`config.mk`:
```
export PLATFORM = sky130hd
export DESIGN_NAME = hp48_bus_sequencer
export DESIGN_NICKNAME = d
export VERILOG_FILES = /design/src/rtl/hp48_bus_sequencer_pkg.sv /design/src/rtl/hp48_bus_sequencer_shadow.sv /design/src/rtl/hp48_bus_sequencer.sv
export SDC_FILE = /design/constraint.sdc
export NUM_CORES = 1
export LEC_CHECK = 0
export BUFFER_PORTS_ARGS = -buffer_cell sky130_fd_sc_hd__buf_2
export CORE_UTILIZATION = 45
export DETAILED_ROUTE_END_ITERATION = 16
export GPL_TIMING_DRIVEN = 0
export PLACE_DENSITY_LB_ADDON = 0.3
export SKIP_LAST_GASP = 1
export SYNTH_ARGS = -nofsm -noshare
export SYNTH_HDL_FRONTEND = slang
export SYNTH_SLANG_ARGS = --single-unit
```
`constraint.sdc`:
```
create_clock -name clk -period 3.77 [get_ports clk]
set_clock_uncertainty 0.1 [all_clocks]
set_input_delay 0.754 -clock clk [delete_from_list [all_inputs] [get_ports clk]]
set_output_delay 0.754 -clock clk [all_outputs]
set_load 0.03 [all_outputs]
```
`src/rtl/hp48_bus_sequencer_pkg.sv`:
```
// Shared definitions for the HP48 nibble-bus sequencer: bus command codes,
// request encodings, sequencer states and the latched request payload.
package hp48_bus_sequencer_pkg;

   localparam int unsigned ADDR_W = 20;
   localparam int unsigned NIB_W  = 4;
   localparam int unsigned LEN_W  = 4;
   localparam int unsigned DATA_W = 64;
   localparam int unsigned STEP_W = 5;
   localparam int unsigned CMD_W  = 4;

   localparam logic [CMD_W-1:0] BUSCMD_NOP       = 4'h0;
   localparam logic [CMD_W-1:0] BUSCMD_ID        = 4'h1;
   localparam logic [CMD_W-1:0] BUSCMD_PC_READ   = 4'h2;
   localparam logic [CMD_W-1:0] BUSCMD_DP_READ   = 4'h3;
   localparam logic [CMD_W-1:0] BUSCMD_PC_WRITE  = 4'h4;
   localparam logic [CMD_W-1:0] BUSCMD_DP_WRITE  = 4'h5;
   localparam logic [CMD_W-1:0] BUSCMD_LOAD_PC   = 4'h6;
   localparam logic [CMD_W-1:0] BUSCMD_LOAD_DP   = 4'h7;
   localparam logic [CMD_W-1:0] BUSCMD_CONFIGURE = 4'h8;

   localparam logic [1:0] REQ_READ      = 2'b00;
   localparam logic [1:0] REQ_WRITE     = 2'b01;
   localparam logic [1:0] REQ_CONFIGURE = 2'b10;
   localparam logic [1:0] REQ_ILLEGAL   = 2'b11;

   typedef enum logic [2:0] {
      ST_IDLE  = 3'd0,
      ST_LOAD  = 3'd1,
      ST_XFER  = 3'd2,
      ST_DONE  = 3'd3,
      ST_CFG   = 3'd4,
      ST_FAULT = 3'd5
   } seq_state_e;

   typedef struct packed {
      logic              write;
      logic              use_dp;
      logic [ADDR_W-1:0] addr;
      logic [LEN_W-1:0]  len;
      logic [DATA_W-1:0] wdata;
   } seq_req_t;

   // Transfer command for one beat, chosen by direction and pointer.
   function automatic logic [CMD_W-1:0] xfer_cmd(input logic write, input logic use_dp);
      if (write) return use_dp ? BUSCMD_DP_WRITE : BUSCMD_PC_WRITE;
      return use_dp ? BUSCMD_DP_READ : BUSCMD_PC_READ;
   endfunction

endpackage

```
`src/rtl/hp48_bus_sequencer_shadow.sv`:
```
// Pointer shadow: mirrors one device-side pointer (PC or DP) so that a
// transfer starting where the last one ended can skip its LOAD command.
module hp48_ptr_shadow
   import hp48_bus_sequencer_pkg::*;
(
   input  logic              clk,
   input  logic              reset,
   input  logic              load,
   input  logic              advance,
   input  logic              invalidate,
   input  logic [ADDR_W-1:0] load_addr,
   input  logic [STEP_W-1:0] step,
   input  logic [ADDR_W-1:0] cmp_addr,
   output logic              hit_c
);

   logic [ADDR_W-1:0] value;
   logic              valid;

   // Load only records the start; the shadow becomes trustworthy once the burst completes.
   always_ff @(posedge clk) begin
      if (reset) begin
         value <= '0;
         valid <= 1'b0;
      end else if (invalidate) begin
         valid <= 1'b0;
      end else if (load) begin
         value <= load_addr;
         valid <= 1'b0;
      end else if (advance) begin
         value <= value + ADDR_W'(step);
         valid <= 1'b1;
      end
   end

   assign hit_c = valid && (value == cmp_addr);

endmodule

```
`src/rtl/hp48_bus_sequencer.sv`:
```
// Saturn-side bus master: turns one CPU transfer/configure request into the
// registered per-cycle command stream of the HP48 nibble bus.
module hp48_bus_sequencer
   import hp48_bus_sequencer_pkg::*;
#(
   parameter int unsigned NUM_DEVS = 3
) (
   input  logic                clk,
   input  logic                reset,
   input  logic                req_valid,
   output logic                req_ready,
   input  logic [1:0]          req_kind,
   input  logic                req_use_dp,
   input  logic [ADDR_W-1:0]   req_addr,
   input  logic [LEN_W-1:0]    req_len,
   input  logic [DATA_W-1:0]   req_wdata,
   output logic                rsp_valid,
   output logic [DATA_W-1:0]   rsp_rdata,
   output logic                rsp_error,
   output logic [CMD_W-1:0]    bus_command,
   output logic [ADDR_W-1:0]   bus_address,
   output logic [NIB_W-1:0]    bus_nibble_out,
   input  logic [NIB_W-1:0]    bus_nibble_in,
   input  logic [NUM_DEVS-1:0] bus_active,
   input  logic [NUM_DEVS-1:0] bus_error,
   output logic [NUM_DEVS-1:0] cfg_sel,
   output logic                all_configured,
   output logic                fault
);

   localparam int unsigned CNT_W = $clog2(NUM_DEVS + 1);

   seq_state_e        state;
   seq_req_t          req_q;
   logic [LEN_W-1:0]  beat;
   logic              err_q;
   logic [DATA_W-1:0] rd_buf;
   logic [CNT_W-1:0]  cfg_count;

   logic              fault_c, last_beat_c, err_merge_c, sel_hit_c;
   logic              pc_hit_c, dp_hit_c;
   logic              run_c, ptr_load_c, ptr_adv_c, ptr_inv_c;
   logic [LEN_W-1:0]  nxt_beat_c;
   logic [DATA_W-1:0] rd_merge_c;
   logic [STEP_W-1:0] step_c;

   // Beat bookkeeping and shadow strobes; nothing advances on a faulting edge.
   always_comb begin
      fault_c     = (state != ST_IDLE) && (|bus_error);
      run_c       = !fault_c;
      last_beat_c = (beat == req_q.len);
      nxt_beat_c  = beat + LEN_W'(1);
      err_merge_c = err_q | (bus_active == '0);
      rd_merge_c  = rd_buf;
      if (state == ST_XFER && !req_q.write)
         rd_merge_c[{beat, 2'b00} +: NIB_W] = bus_nibble_in;
      ptr_load_c  = run_c && (state == ST_LOAD);
      ptr_adv_c   = run_c && (state == ST_XFER) && last_beat_c;
      ptr_inv_c   = run_c && (state == ST_CFG) && !all_configured;
      step_c      = STEP_W'(req_q.len) + STEP_W'(1);
      sel_hit_c   = req_use_dp ? dp_hit_c : pc_hit_c;
   end

   hp48_ptr_shadow u_pc_shadow (
      .clk        (clk),
      .reset      (reset),
      .load       (ptr_load_c && !req_q.use_dp),
      .advance    (ptr_adv_c && !req_q.use_dp),
      .invalidate (ptr_inv_c),
      .load_addr  (req_q.addr),
      .step       (step_c),
      .cmp_addr   (req_addr),
      .hit_c      (pc_hit_c)
   );

   hp48_ptr_shadow u_dp_shadow (
      .clk        (clk),
      .reset      (reset),
      .load       (ptr_load_c && req_q.use_dp),
      .advance    (ptr_adv_c && req_q.use_dp),
      .invalidate (ptr_inv_c),
      .load_addr  (req_q.addr),
      .step       (step_c),
      .cmp_addr   (req_addr),
      .hit_c      (dp_hit_c)
   );

   always_ff @(posedge clk) begin
      if (reset) begin
         state          <= ST_IDLE;
         req_q          <= '0;
         beat           <= '0;
         err_q          <= 1'b0;
         rd_buf         <= '0;
         cfg_count      <= '0;
         req_ready      <= 1'b0;
         rsp_valid      <= 1'b0;
         rsp_rdata      <= '0;
         rsp_error      <= 1'b0;
         bus_command    <= BUSCMD_NOP;
         bus_address    <= '0;
         bus_nibble_out <= '0;
         cfg_sel        <= '0;
         all_configured <= 1'b0;
         fault          <= 1'b0;
      end else if (fault_c) begin
         state          <= ST_FAULT;
         fault          <= 1'b1;
         req_ready      <= 1'b0;
         rsp_valid      <= 1'b0;
         bus_command    <= BUSCMD_NOP;
         bus_address    <= '0;
         bus_nibble_out <= '0;
         cfg_sel        <= '0;
      end else begin
         case (state)
            ST_IDLE: begin
               req_ready <= 1'b1;
               if (req_valid && req_ready) begin
                  req_ready <= 1'b0;
                  req_q     <= '{write: (req_kind == REQ_WRITE), use_dp: req_use_dp,
                                 addr: req_addr, len: req_len, wdata: req_wdata};
                  beat      <= '0;
                  err_q     <= 1'b0;
                  rd_buf    <= '0;
                  case (req_kind)
                     REQ_CONFIGURE: begin
                        state <= ST_CFG;
                        if (!all_configured) begin
                           bus_command <= BUSCMD_CONFIGURE;
                           bus_address <= req_addr;
                           cfg_sel     <= NUM_DEVS'(1) << cfg_count;
                        end
                     end
                     REQ_ILLEGAL: begin
                        state     <= ST_DONE;
                        rsp_valid <= 1'b1;
                        rsp_error <= 1'b1;
                        rsp_rdata <= '0;
                     end
                     default: begin
                        if (sel_hit_c) begin
                           state          <= ST_XFER;
                           bus_command    <= xfer_cmd(req_kind == REQ_WRITE, req_use_dp);
                           bus_nibble_out <= (req_kind == REQ_WRITE) ? req_wdata[NIB_W-1:0] : '0;
                        end else begin
                           state       <= ST_LOAD;
                           bus_command <= req_use_dp ? BUSCMD_LOAD_DP : BUSCMD_LOAD_PC;
                           bus_address <= req_addr;
                        end
                     end
                  endcase
               end
            end
            ST_LOAD: begin
               state          <= ST_XFER;
               bus_command    <= xfer_cmd(req_q.write, req_q.use_dp);
               bus_address    <= '0;
               bus_nibble_out <= req_q.write ? req_q.wdata[NIB_W-1:0] : '0;
            end
            // Unmapped beats only flag an error; device pointers still advance.
            ST_XFER: begin
               rd_buf <= rd_merge_c;
               err_q  <= err_merge_c;
               if (last_beat_c) begin
                  state          <= ST_DONE;
                  bus_command    <= BUSCMD_NOP;
                  bus_nibble_out <= '0;
                  rsp_valid      <= 1'b1;
                  rsp_error      <= err_merge_c;
                  rsp_rdata      <= rd_merge_c;
               end else begin
                  beat           <= nxt_beat_c;
                  bus_nibble_out <= req_q.write ? req_q.wdata[{nxt_beat_c, 2'b00} +: NIB_W] : '0;
               end
            end
            ST_CFG: begin
               state       <= ST_DONE;
               bus_command <= BUSCMD_NOP;
               bus_address <= '0;
               cfg_sel     <= '0;
               rsp_valid   <= 1'b1;
               rsp_rdata   <= '0;
               rsp_error   <= all_configured;
               if (!all_configured) begin
                  cfg_count      <= cfg_count + CNT_W'(1);
                  all_configured <= (cfg_count + CNT_W'(1)) == CNT_W'(NUM_DEVS);
               end
            end
            ST_DONE: begin
               state     <= ST_IDLE;
               rsp_valid <= 1'b0;
               req_ready <= 1'b1;
            end
            default: begin
               state <= ST_FAULT;
            end
         endcase
      end
   end

endmodule

```
# After elaboration in Yosys (flattened, before gate mapping)

Cells that the tools add are included.

Flip-flop bits (word level): 306
Latch bits: 0
Bits in writable memories: 0
ROM bits: 0
Input bits: 104
Memories kept: 0

Add/sub/neg operators: 6
Multipliers: 0
Div/mod/pow operators: 0
Magnitude comparators: 0
Equality and inequality tests: 24
Shift-type cells: 4
Muxes and demuxes: 76
Bitwise gates (word level): 4
Reduce and logical (&&, ||, !) cells: 52

Operators with widths:

| operator                                                                | number |
|---|---|
| 64-bit 2-to-1 mux                                                       | 5 |
| 64-bit case mux with 3 select lines                                     | 1 |
| 20-bit 2-to-1 mux                                                       | 7 |
| 64-bit case mux with 2 select lines                                     | 1 |
| 20-bit case mux with 2 select lines                                     | 2 |
| 4-bit 2-to-1 mux                                                        | 17 |
| 64-bit bitwise mux                                                      | 1 |
| 4-bit by 8-bit variable shift with 64-bit output (first input constant) | 1 |
| 4-bit by 8-bit variable part select with 64-bit output                  | 1 |
| 64-bit by 7-bit variable part select with 4-bit output                  | 1 |
| 20-bit by 5-bit adder with 20-bit output                                | 2 |
| 20-bit equality test                                                    | 2 |
| 1-bit 2-to-1 mux                                                        | 24 |
| 3-bit 2-to-1 mux                                                        | 6 |
| 4-bit case mux with 2 select lines                                      | 2 |
| 4-bit case mux with 4 select lines                                      | 1 |
| 4-bit AND reduction                                                     | 4 |
| 3-bit case mux with 5 select lines                                      | 1 |
| 5-bit AND reduction                                                     | 3 |
| 1-bit logical AND                                                       | 14 |
| 2-bit inequality test (second input constant)                           | 7 |
| 3-bit case mux with 2 select lines                                      | 2 |
| 4-bit case mux with 3 select lines                                      | 1 |
| 2-bit nonzero test                                                      | 6 |
| other kinds (28)                                                        | 54 |

# Depth between registers and ports, before layout

Gate-level depths: netlist (run 1).

Depth after elaboration: 14
Depth in mapped cells: 13
Gate-level depth less buffers: 9

# Modules after synthesis

A second synthesis (run 1) with hierarchy kept.

Cells, all modules: 1840
Area total of the unflattened synthesis: 15333.5 um2

Modules (own cells, without submodules):

| module             | times used | cells each | area each (um2) | seq. area each (um2) |
|---|---|---|---|---|
| hp48_bus_sequencer | 1          | 1430       | 11985.2         | 5285.1 |
| hp48_ptr_shadow    | 2          | 205        | 1674.1          | 420.4 |

# Least setup slack after synthesis (run 1)

No wires, ideal clock.

Kind: register to register
Start: register beat[0]
End: register bus_nibble_out[0]
Library setup time: 0.124 ns
Arrival: 3.133 ns
Path slack: 0.412 ns
Stages on the path, launching flop included: 14
Path buffers: 5
Clock period less this slack: 3.358 ns
Cells stage by stage: dfxtp_1 buf_6 buf_2 buf_1 inv_1 ha_1 buf_2 buf_1 mux4_2 mux2i_1 nor3_1 a221o_1 o21ai_1 mux2i_1

Longest elaborated chain between the ends: 5
Elaborated cells on any way between the ends: 6
Those cells by class: add/sub (1); eq/ne (1); shift (1); mux (3)

Ends and longest elaborated chain:

| item                                                   | RTL line                  | RTL |
|---|---|---|
| start: declaration                                     | hp48_bus_sequencer.sv:35  | `logic [LEN_W-1:0] beat;` |
| start signal: assignment                               | hp48_bus_sequencer.sv:173 | `beat <= nxt_beat_c;` |
| 4-bit by 1-bit adder with 4-bit output                 | hp48_bus_sequencer.sv:52  | `nxt_beat_c = beat + LEN_W'(1);` |
| 64-bit by 7-bit variable part select with 4-bit output | hp48_bus_sequencer.sv:174 | `bus_nibble_out <= req_q.write ? req_q.wdata[{nxt_beat_c, 2'b00} +: NIB_W] : '0;` |
| 4-bit 2-to-1 mux                                       | hp48_bus_sequencer.sv:174 |  |
| 4-bit 2-to-1 mux *                                     | hp48_bus_sequencer.sv:165 | `if (last_beat_c) begin` |
| 4-bit case mux with 3 select lines *                   | hp48_bus_sequencer.sv:116 | `case (state)` |
| end signal: assignment                                 | hp48_bus_sequencer.sv:145 | `bus_nibble_out <= (req_kind == REQ_WRITE) ? req_wdata[NIB_W-1:0] : '0;` |
| end signal: assignment                                 | hp48_bus_sequencer.sv:159 | `bus_nibble_out <= req_q.write ? req_q.wdata[NIB_W-1:0] : '0;` |
| end signal: assignment                                 | hp48_bus_sequencer.sv:174 |  |
| end: declaration                                       | hp48_bus_sequencer.sv:22  | `output logic [NIB_W-1:0] bus_nibble_out,` |

Mark *: on every way between the ends. The rest lies on a longest branch, timed or not.
A chain may end at the register's enable or synchronous reset.

# Worst setup path after layout (run 1)

Start: register beat[0]
End: register rsp_rdata[11]

Longest elaborated chain between the ends: 6
Elaborated cells on any way between the ends: 10
Those cells by class: add/sub (1); eq/ne (2); shift (2); mux (4); reduce/logical (1)

Ends and longest elaborated chain:

| item                                                                                                                              | RTL line                  | RTL |
|---|---|---|
| 6-bit negation with 8-bit output                                                                                                  | hp48_bus_sequencer.sv:56  | `rd_merge_c[{beat, 2'b00} +: NIB_W] = bus_nibble_in;` |
| 4-bit by 8-bit variable part select with 64-bit output / 4-bit by 8-bit variable shift with 64-bit output (equally long branches) | hp48_bus_sequencer.sv:56  |  |
| 64-bit bitwise mux                                                                                                                | hp48_bus_sequencer.sv:56  |  |
| 64-bit 2-to-1 mux                                                                                                                 | hp48_bus_sequencer.sv:55  | `if (state == ST_XFER && !req_q.write)` |
| 64-bit 2-to-1 mux                                                                                                                 | hp48_bus_sequencer.sv:165 |  |
| 64-bit case mux with 3 select lines                                                                                               | hp48_bus_sequencer.sv:116 |  |
| end signal: assignment                                                                                                            | hp48_bus_sequencer.sv:171 | `rsp_rdata <= rd_merge_c;` |
| end: declaration                                                                                                                  | hp48_bus_sequencer.sv:18  | `output logic [DATA_W-1:0] rsp_rdata,` |

Parallel ways exist; a longest one is shown, timed or not. The select of a mux whose other input is x is not followed.

==> results of run 1 <==
Yosys cell counts (6+ instances only):
library cell	n	share of area
ha_1	17	0.014
inv_1	24	0.0061
nand2_1	425	0.11
buf_1	7	0.0018
a21o_1	9	0.0046
a311oi_1	11	0.0066
clkbuf_1	116	0.030
or4_1	10	0.0051
o31ai_1	7	0.0036
nand3_1	51	0.017
buf_2	12	0.0041
xnor2_1	49	0.029
o21ai_0	23	0.0078
a31oi_1	17	0.0072
and2_1	8	0.0034
nor2_1	145	0.037
nand4_1	27	0.012
a22oi_1	10	0.0051
mux2i_1	63	0.043
a211oi_1	33	0.017
dfxtp_1	306	0.42
a21oi_1	247	0.084
nor3_1	20	0.0068
a22o_1	20	0.012
xor2_1	7	0.0042
mux2_2	13	0.010
mux4_2	16	0.025
and3_1	11	0.0047
o21ai_1	6	0.0020
nor4_1	7	0.0030
o22ai_1	10	0.0043
kinds of logic after synthesis:
logic type,after synthesis,synth area share
compound gates,445,0.1864
buf+inv,161,0.04324
flops,306,0.4175
fa+ha+maj,19,0.01723
mux,92,0.07752
simple gates,748,0.2235
xor+xnor,57,0.03454
through the flow:
| step | total power [mW] | TNS [ps] | hold slack (ps) |
|---|---|---|---|
| global placement | 6.083 | -15560 | 339.1 |
| finish | 9.549 | 0 | 349.6 |
| global route | 9.948 | 0 | 368.5 |
| CTS | 9.526 | 0 | 351.2 |
| floorplan | 5.260 | 0 | 332.9 |
| detailed placement | 6.113 | -20150 | 343.5 |
power by group through the flow:
stage / clock network (mW) / logic, mW / registers [mW]
after floorplan: 0 / 1.51 / 3.75
after global placement: 0 / 2.42 / 3.66
after detailed placement: 0 / 2.45 / 3.66
after CTS: 3.47 / 2.47 / 3.59
after global routing: 3.61 / 2.73 / 3.62
final: 3.44 / 2.51 / 3.60
routing by layer:
metal  global-route usage  up-vias
li1                     -     6896
met1               0.3784     6850
met2               0.4612      622
met3              0.04909      126
met4               0.1153        4
met5                    0        -
worst min-delay path, cell delays in order, from the launching register on:
cell,delay (ps)
dfxtp_1,300
nand2_1,50
a21oi_1,50
how the worst min path moves through the flow:
stage | startpoint | slack (ps) | cells past startpoint | to
detailed placement | rsp_rdata[23] | 340 | 2 | rsp_rdata[23]
floorplan | rd_buf[56] | 330 | 2 | rd_buf[56]
CTS | rsp_rdata[23] | 350 | 2 | rsp_rdata[23]
finish | rsp_rdata[23] | 350 | 2 | rsp_rdata[23]
global placement | rd_buf[18] | 340 | 2 | rd_buf[18]
global route | rsp_rdata[23] | 370 | 2 | rsp_rdata[23]
what timing repair did:
action                                  CTS  global route
endpoints found under the setup margin   98            69
resized for setup                         3             8
hold buffers                              0             0
pin swaps                                 0             0
registers in the layout, summed over array words and instances (netlist names), 2 cells and up:
name               cells
beat                   4
u_pc_shadow.value     20
bus_address           20
req_q                 90
cfg_sel                3
cfg_count              2
rsp_rdata             64
u_dp_shadow.value     20
rd_buf                64
state                  3
bus_command            4
bus_nibble_out         4
cell type report:
class / count / area (um2) / area share
Antenna cell: 2 / 5.005 / 0.0002873
Sequential cell: 306 / 6126 / 0.3517
Inverter: 24 / 90.09 / 0.005172
Clock inverter: 8 / 150.1 / 0.008619
Clock buffer: 46 / 987.2 / 0.05667
Multi-Input combinational cell: 1361 / 7945 / 0.4561
Timing Repair Buffer: 203 / 1018 / 0.05847
Buffer: 137 / 553.0 / 0.03175
Tap cell: 435 / 544.3 / 0.03125
==> impl_metrics.toml, run 1 <==
[logic_synthesis]
synth_seq_area_share = 0.4175
synth_cell_type_count = 76
synth_edf_count = 0
cells_after_synth = 1828
netlist_area_um2 = 14670
yosys_most_used_dff = "dfxtp_1"
synth-seq-cells = 306
syn-mean-instance-area_um2 = 8.026
ys_async_sr_fraction = 0
mappedNetlistNets = 1951
ys.warnings.count = 0

[die]
dieHeight_um = 182.6
fp.coreArea_um2 = 31800
design.portCount = 204
die-area_um2 = 33330
initial_core_util = 0.4614
rows = 65
die_width_um = 182.6

[routing]
drc_errors = 0
postRouteWirelength_mm = 48.75
antenna_violating_nets_post_route = 0
met3_length_mm = 3.754
m1WireLength_mm = 21.05
drt-initial-drc-count = 1208
detailed_route_via_count = 14498
topRoutingLayerUsed = "met5"
avgRoutedWirePerCell_um = 19.33
drt-pass1-iter-count = 5
wl_met2_mm = 22.24
post_drt_via_cell_ratio = 5.749

[worst_setup_path]
crit_family = "buffers and inverters"
total_buffers_and_inverters_traversed_by_the_critical_path = 5
critPathMaxFanout = 10
reg2reg_depth = 12
timing.rr.start = "beat[0]"
worst-endpoint-arrival_ps = 3790
slowest_stage = "nor3b_1"
timing.critical_path.required_ps = 4030
crit-reg2reg-capture = "rsp_rdata[11]"
max_stage_delay_ps = 410
crit_chain = "buf_6 > buf_2 > clkbuf_4 > inv_1 > ha_1 > clkbuf_1 > nor3b_1 > o31ai_1 > nor2_2 > mux2_2 > nand3_1 > a21oi_1"
worst-r2r-setup-slack_ps = 240
worstSetupPathType = "flop to flop"
critical_path_cell_count = 12
setup.worst_path.start = "beat[0]"
cp-start-kind = "flop"
worstSetupEndpointType = "flop"
timing.critical_path.to = "rsp_rdata[11]"

[clock_tree]
worst_setup_hold_path_clk_slew_ps = 60
clock_tree.root_cell = "clkbuf_16"
cts_made_buffers = 34
worst_skew_pair.late_latency_ps = 520
post_cts.repair.setup_buffers = 0
cts_tree = "done"
clock_tree_buffer_depth = 3
cts_max_level = 2
clkSinkCount = 306

[placed_design]
detailedPlace.worstSlack_ps = -502.6
gp_congestion = 0.9768
placedCellCount = 2466
hpwl_mm = 36.28
detailed_place.area_um2 = 16240
buffer_ports.inserted = 202

[timing]
final_setup_violation_count = 0
timing.final.ws_setup_ps = 236.3
final_hold_viol_count = 0
fin_crit_ps = 3534
achievable-frequency_ghz = 0.2830
post-route-period-util = 0.9373
grt_setup_unrepaired = "false"
transition_at_the_pin_with_the_smallest_max_transition_slack_ps = 1145
final_slew_viol_count = 0
max-slew-margin-rel = 0.2266

[global_route]
grt_start_max_net_pins = 14
grt_pass1_vias = 13658
grt_first_pass_wirelength_mm = 74.73
grt_usage = 0.2858
antenna_found_initial = 4
overflow = 0

[layout]
fin_nets = 2190
layout_common_cells = "nand2_1, dfxtp_1, a21oi_1, buf_2, nor2_1"
layoutNonFillerInstCount = 2522
post-route-cell-area_um2 = 17420
area_growth_pct = 18.73
fin_util = 0.5478
post_route_cells_drive_above_1_share = 0.1549
final_common_cell = "nand2_1"
layout_fillers = 2999

[pwr]
cell_internal_pwr_mw = 6.213
cellPowerDensity_nw_per_um2 = 548.2
netSwitchingPower_mw = 3.336
comb_power_share = 0.263
vdd_drop_max_uv = 300.2
switching_share = 0.3494
pwr-share-clk = 0.360
power_leakage_nw = 6.471
seqPwrFrac = 0.377

[job]
max-cap-violations = 0

[hold_path]
hold_class = "flop to flop"

[outcome]
status = "finished clean"
(Power assumes the default switching activity.)
==> run 2, diff against run 1 <==
--- a/config.mk
+++ b/config.mk
@@ -5,6 +5,7 @@
 export SDC_FILE = /design/constraint.sdc
 export NUM_CORES = 1
 export LEC_CHECK = 0
+export ABC_AREA = 1
 export BUFFER_PORTS_ARGS = -buffer_cell sky130_fd_sc_hd__buf_2
 export CORE_UTILIZATION = 45
 export DETAILED_ROUTE_END_ITERATION = 16
==> impl_metrics.toml, run 2 <==
[outcome]
status = "finished clean"

[global_route]
antenna_found_initial = 0
overflow = 0
grt_start_max_net_pins = 15
grt_first_pass_wirelength_mm = 84.52
grt_usage = 0.3177
grt_pass1_vias = 15272

[logic_synthesis]
netlist_area_um2 = 15280
synth-seq-cells = 306
synth_seq_area_share = 0.4010
synth.top_cell.area_share = 0.4010
cells_after_synth = 2289
ys.warnings.count = 0
synth_cell_count_leaders = "nand2_1, a21oi_1, dfxtp_1"
synthMostInstantiatedCell = "nand2_1"
synth_cell_type_count = 38
synth_edf_count = 0
mappedNetlistNets = 2412
yosys_most_used_dff = "dfxtp_1"
post-synth-top-area-cell = "dfxtp_1"
syn-mean-instance-area_um2 = 6.674
synthTopCellsByArea = "dfxtp_1, nand2_1, a21oi_1"
ys_async_sr_fraction = 0

[layout]
post_route_cells_drive_above_1_share = 0.1262
num_antenna_cells = 0
most_flop_heavy_register = "req_q"
layout_fillers = 3321
largest_register_ff_count = 90
fin_nets = 2650
layout_common_cells = "nand2_1, a21oi_1, dfxtp_1, o21ai_0, buf_2"
largest_registers = "req_q: 90 flops, rd_buf: 64 flops, rsp_rdata: 64 flops"
final_common_cell = "nand2_1"
area_growth_pct = 17.90

[placed_design]
buffer_ports.inserted = 201
gp_congestion = 0.9948
hpwl_mm = 42.60

[die]
dieHeight_um = 186.3
fp.coreArea_um2 = 33450
design.portCount = 204
die_width_um = 186.3
rows = 67
initial_core_util = 0.4567
die-area_um2 = 34690

[routing]
post_drt_via_cell_ratio = 5.624
avgRoutedWirePerCell_um = 18.65
detailed_route_via_count = 16866
postRouteWirelength_mm = 55.93
drc_errors = 0
antenna_violating_nets_post_route = 0
drt-pass1-iter-count = 6
drt-initial-drc-count = 1704

[worst_setup_path]
worstSetupEndpointType = "flop"
cp-start-kind = "flop"
timing.critical_path.required_ps = 4120
critPathMaxFanout = 10
worst-endpoint-arrival_ps = 3610
setup.worst_path.start = "beat[0]"
timing.rr.start = "beat[0]"
worstSetupPathType = "flop to flop"

[clock_tree]
worst_skew_pair.late_latency_ps = 530
clock_tree.root_cell = "clkbuf_16"
cts-resized-gates = 0
clock_tree_buffer_depth = 3
clkSinkCount = 306
post_cts.repair.setup_buffers = 0
cts_max_level = 2
worst_setup_hold_path_clk_slew_ps = 60
cts_tree = "done"
post_cts_hold_buffer_count = 0
cts_made_buffers = 35

[pwr]
vdd_drop_max_uv = 641.0
power_leakage_nw = 7.558
cellPowerDensity_nw_per_um2 = 790.7

[job]
max-cap-violations = 0

[timing]
post-route-period-util = 0.8641
grt_setup_unrepaired = "false"
final_slew_viol_count = 0
achievable-frequency_ghz = 0.3070
final_hold_viol_count = 0
fin_worst_hold_slack_ps = 354.8
final_setup_violation_count = 0
fin_crit_ps = 3258
final.setup.tns_ps = 0
max-slew-margin-rel = 0.2988
transition_at_the_pin_with_the_smallest_max_transition_slack_ps = 1052

[hold_path]
worstHoldStart = "req_q[16]"
hold_class = "flop to flop"
run 2: cell types whose count changed after synthesis, sizes merged, moves of 31 or more:
cell    before  now
a211oi      33    2
a21oi      248  370
inv         24  235
mux2i       63    3
nand2      425  499
nand3       51  170
o211ai       5   40
o21ai       29  300
xnor2       49    3
run 2: power breakdown:
part / total, mW / leakage, nW / internal [mW] / switching (mW)
logic: 5.99 / 4.49 / 1.66 / 4.32
registers: 4.78 / 2.50 / 4.26 / 0.528
clock network: 3.47 / 0.574 / 2.05 / 1.42
total: 14.2 / 7.56 / 7.97 / 6.27
run 2: cell type report:
| type | count | area [um2] | share of cell area |
|---|---|---|---|
| clock buffers | 47 | 980.9 | 0.05446 |
| multi-input cells | 1616 | 7730 | 0.4291 |
| plain buffers | 130 | 531.8 | 0.02952 |
| flip-flops and latches | 306 | 6126 | 0.3401 |
| well taps | 448 | 560.5 | 0.03112 |
| repair buffers | 201 | 1006 | 0.05585 |
| inverters | 237 | 889.6 | 0.04939 |
| clock inverters | 14 | 187.7 | 0.01042 |
run 2: critical path: stages, from the launching register on:
cell	delay, ps
dfxtp_1	420
inv_1	190
clkbuf_1	270
ha_1	410
clkbuf_1	480
nand2_1	210
nor3_1	670
o21ai_1	240
a21oi_1	180
run 2: cell families (layout without fill, tap and decap cells):
kind of cell	count (synthesis)	count (layout)	synth area share
adder cells (fa/ha/maj)	19	19	0.01654
multiplexers	3	3	0.001966
flip-flops	306	306	0.4010
AO/OA/AOI/OAI	730	730	0.2477
XOR/XNOR	12	12	0.007372
AND/OR/NAND/NOR	852	852	0.2324
buffers and inverters	367	629	0.09304
run 2: per-layer routing:
| layer | GRT usage | part of all wire |
|---|---|---|
| met2 | 0.5330 | 0.47 |
| met3 | 0.04206 | 0.071 |
| met1 | 0.4170 | 0.43 |
| met4 | 0.1148 | 0.035 |
| met5 | 0 | 0 |
run 2: per-stage QoR:
stage          setup WS [ps]    util  area [um2]  power [mW]  std cells
6_report               512.2  0.5385       18010       14.24       2999
5_1_grt                353.4  0.5385       18010       15.12       2999
4_1_cts                652.6  0.5385       18010       14.18       2999
3_5_place_dp           650.2  0.5036       16840       10.70       2938
3_3_place_gp           695.8  0.5036       16840       10.56       2938
2_1_floorplan           1485       -       15280       8.842       2289
run 2: final timing paths:
path	endpoint	cells past startpoint	slack [ps]
worst max-delay path	rd_buf[20]	8	510
worst min-delay path	req_q[16]	2	350
worst max register to register	rd_buf[20]	8	510
worst min register to register	req_q[16]	2	350
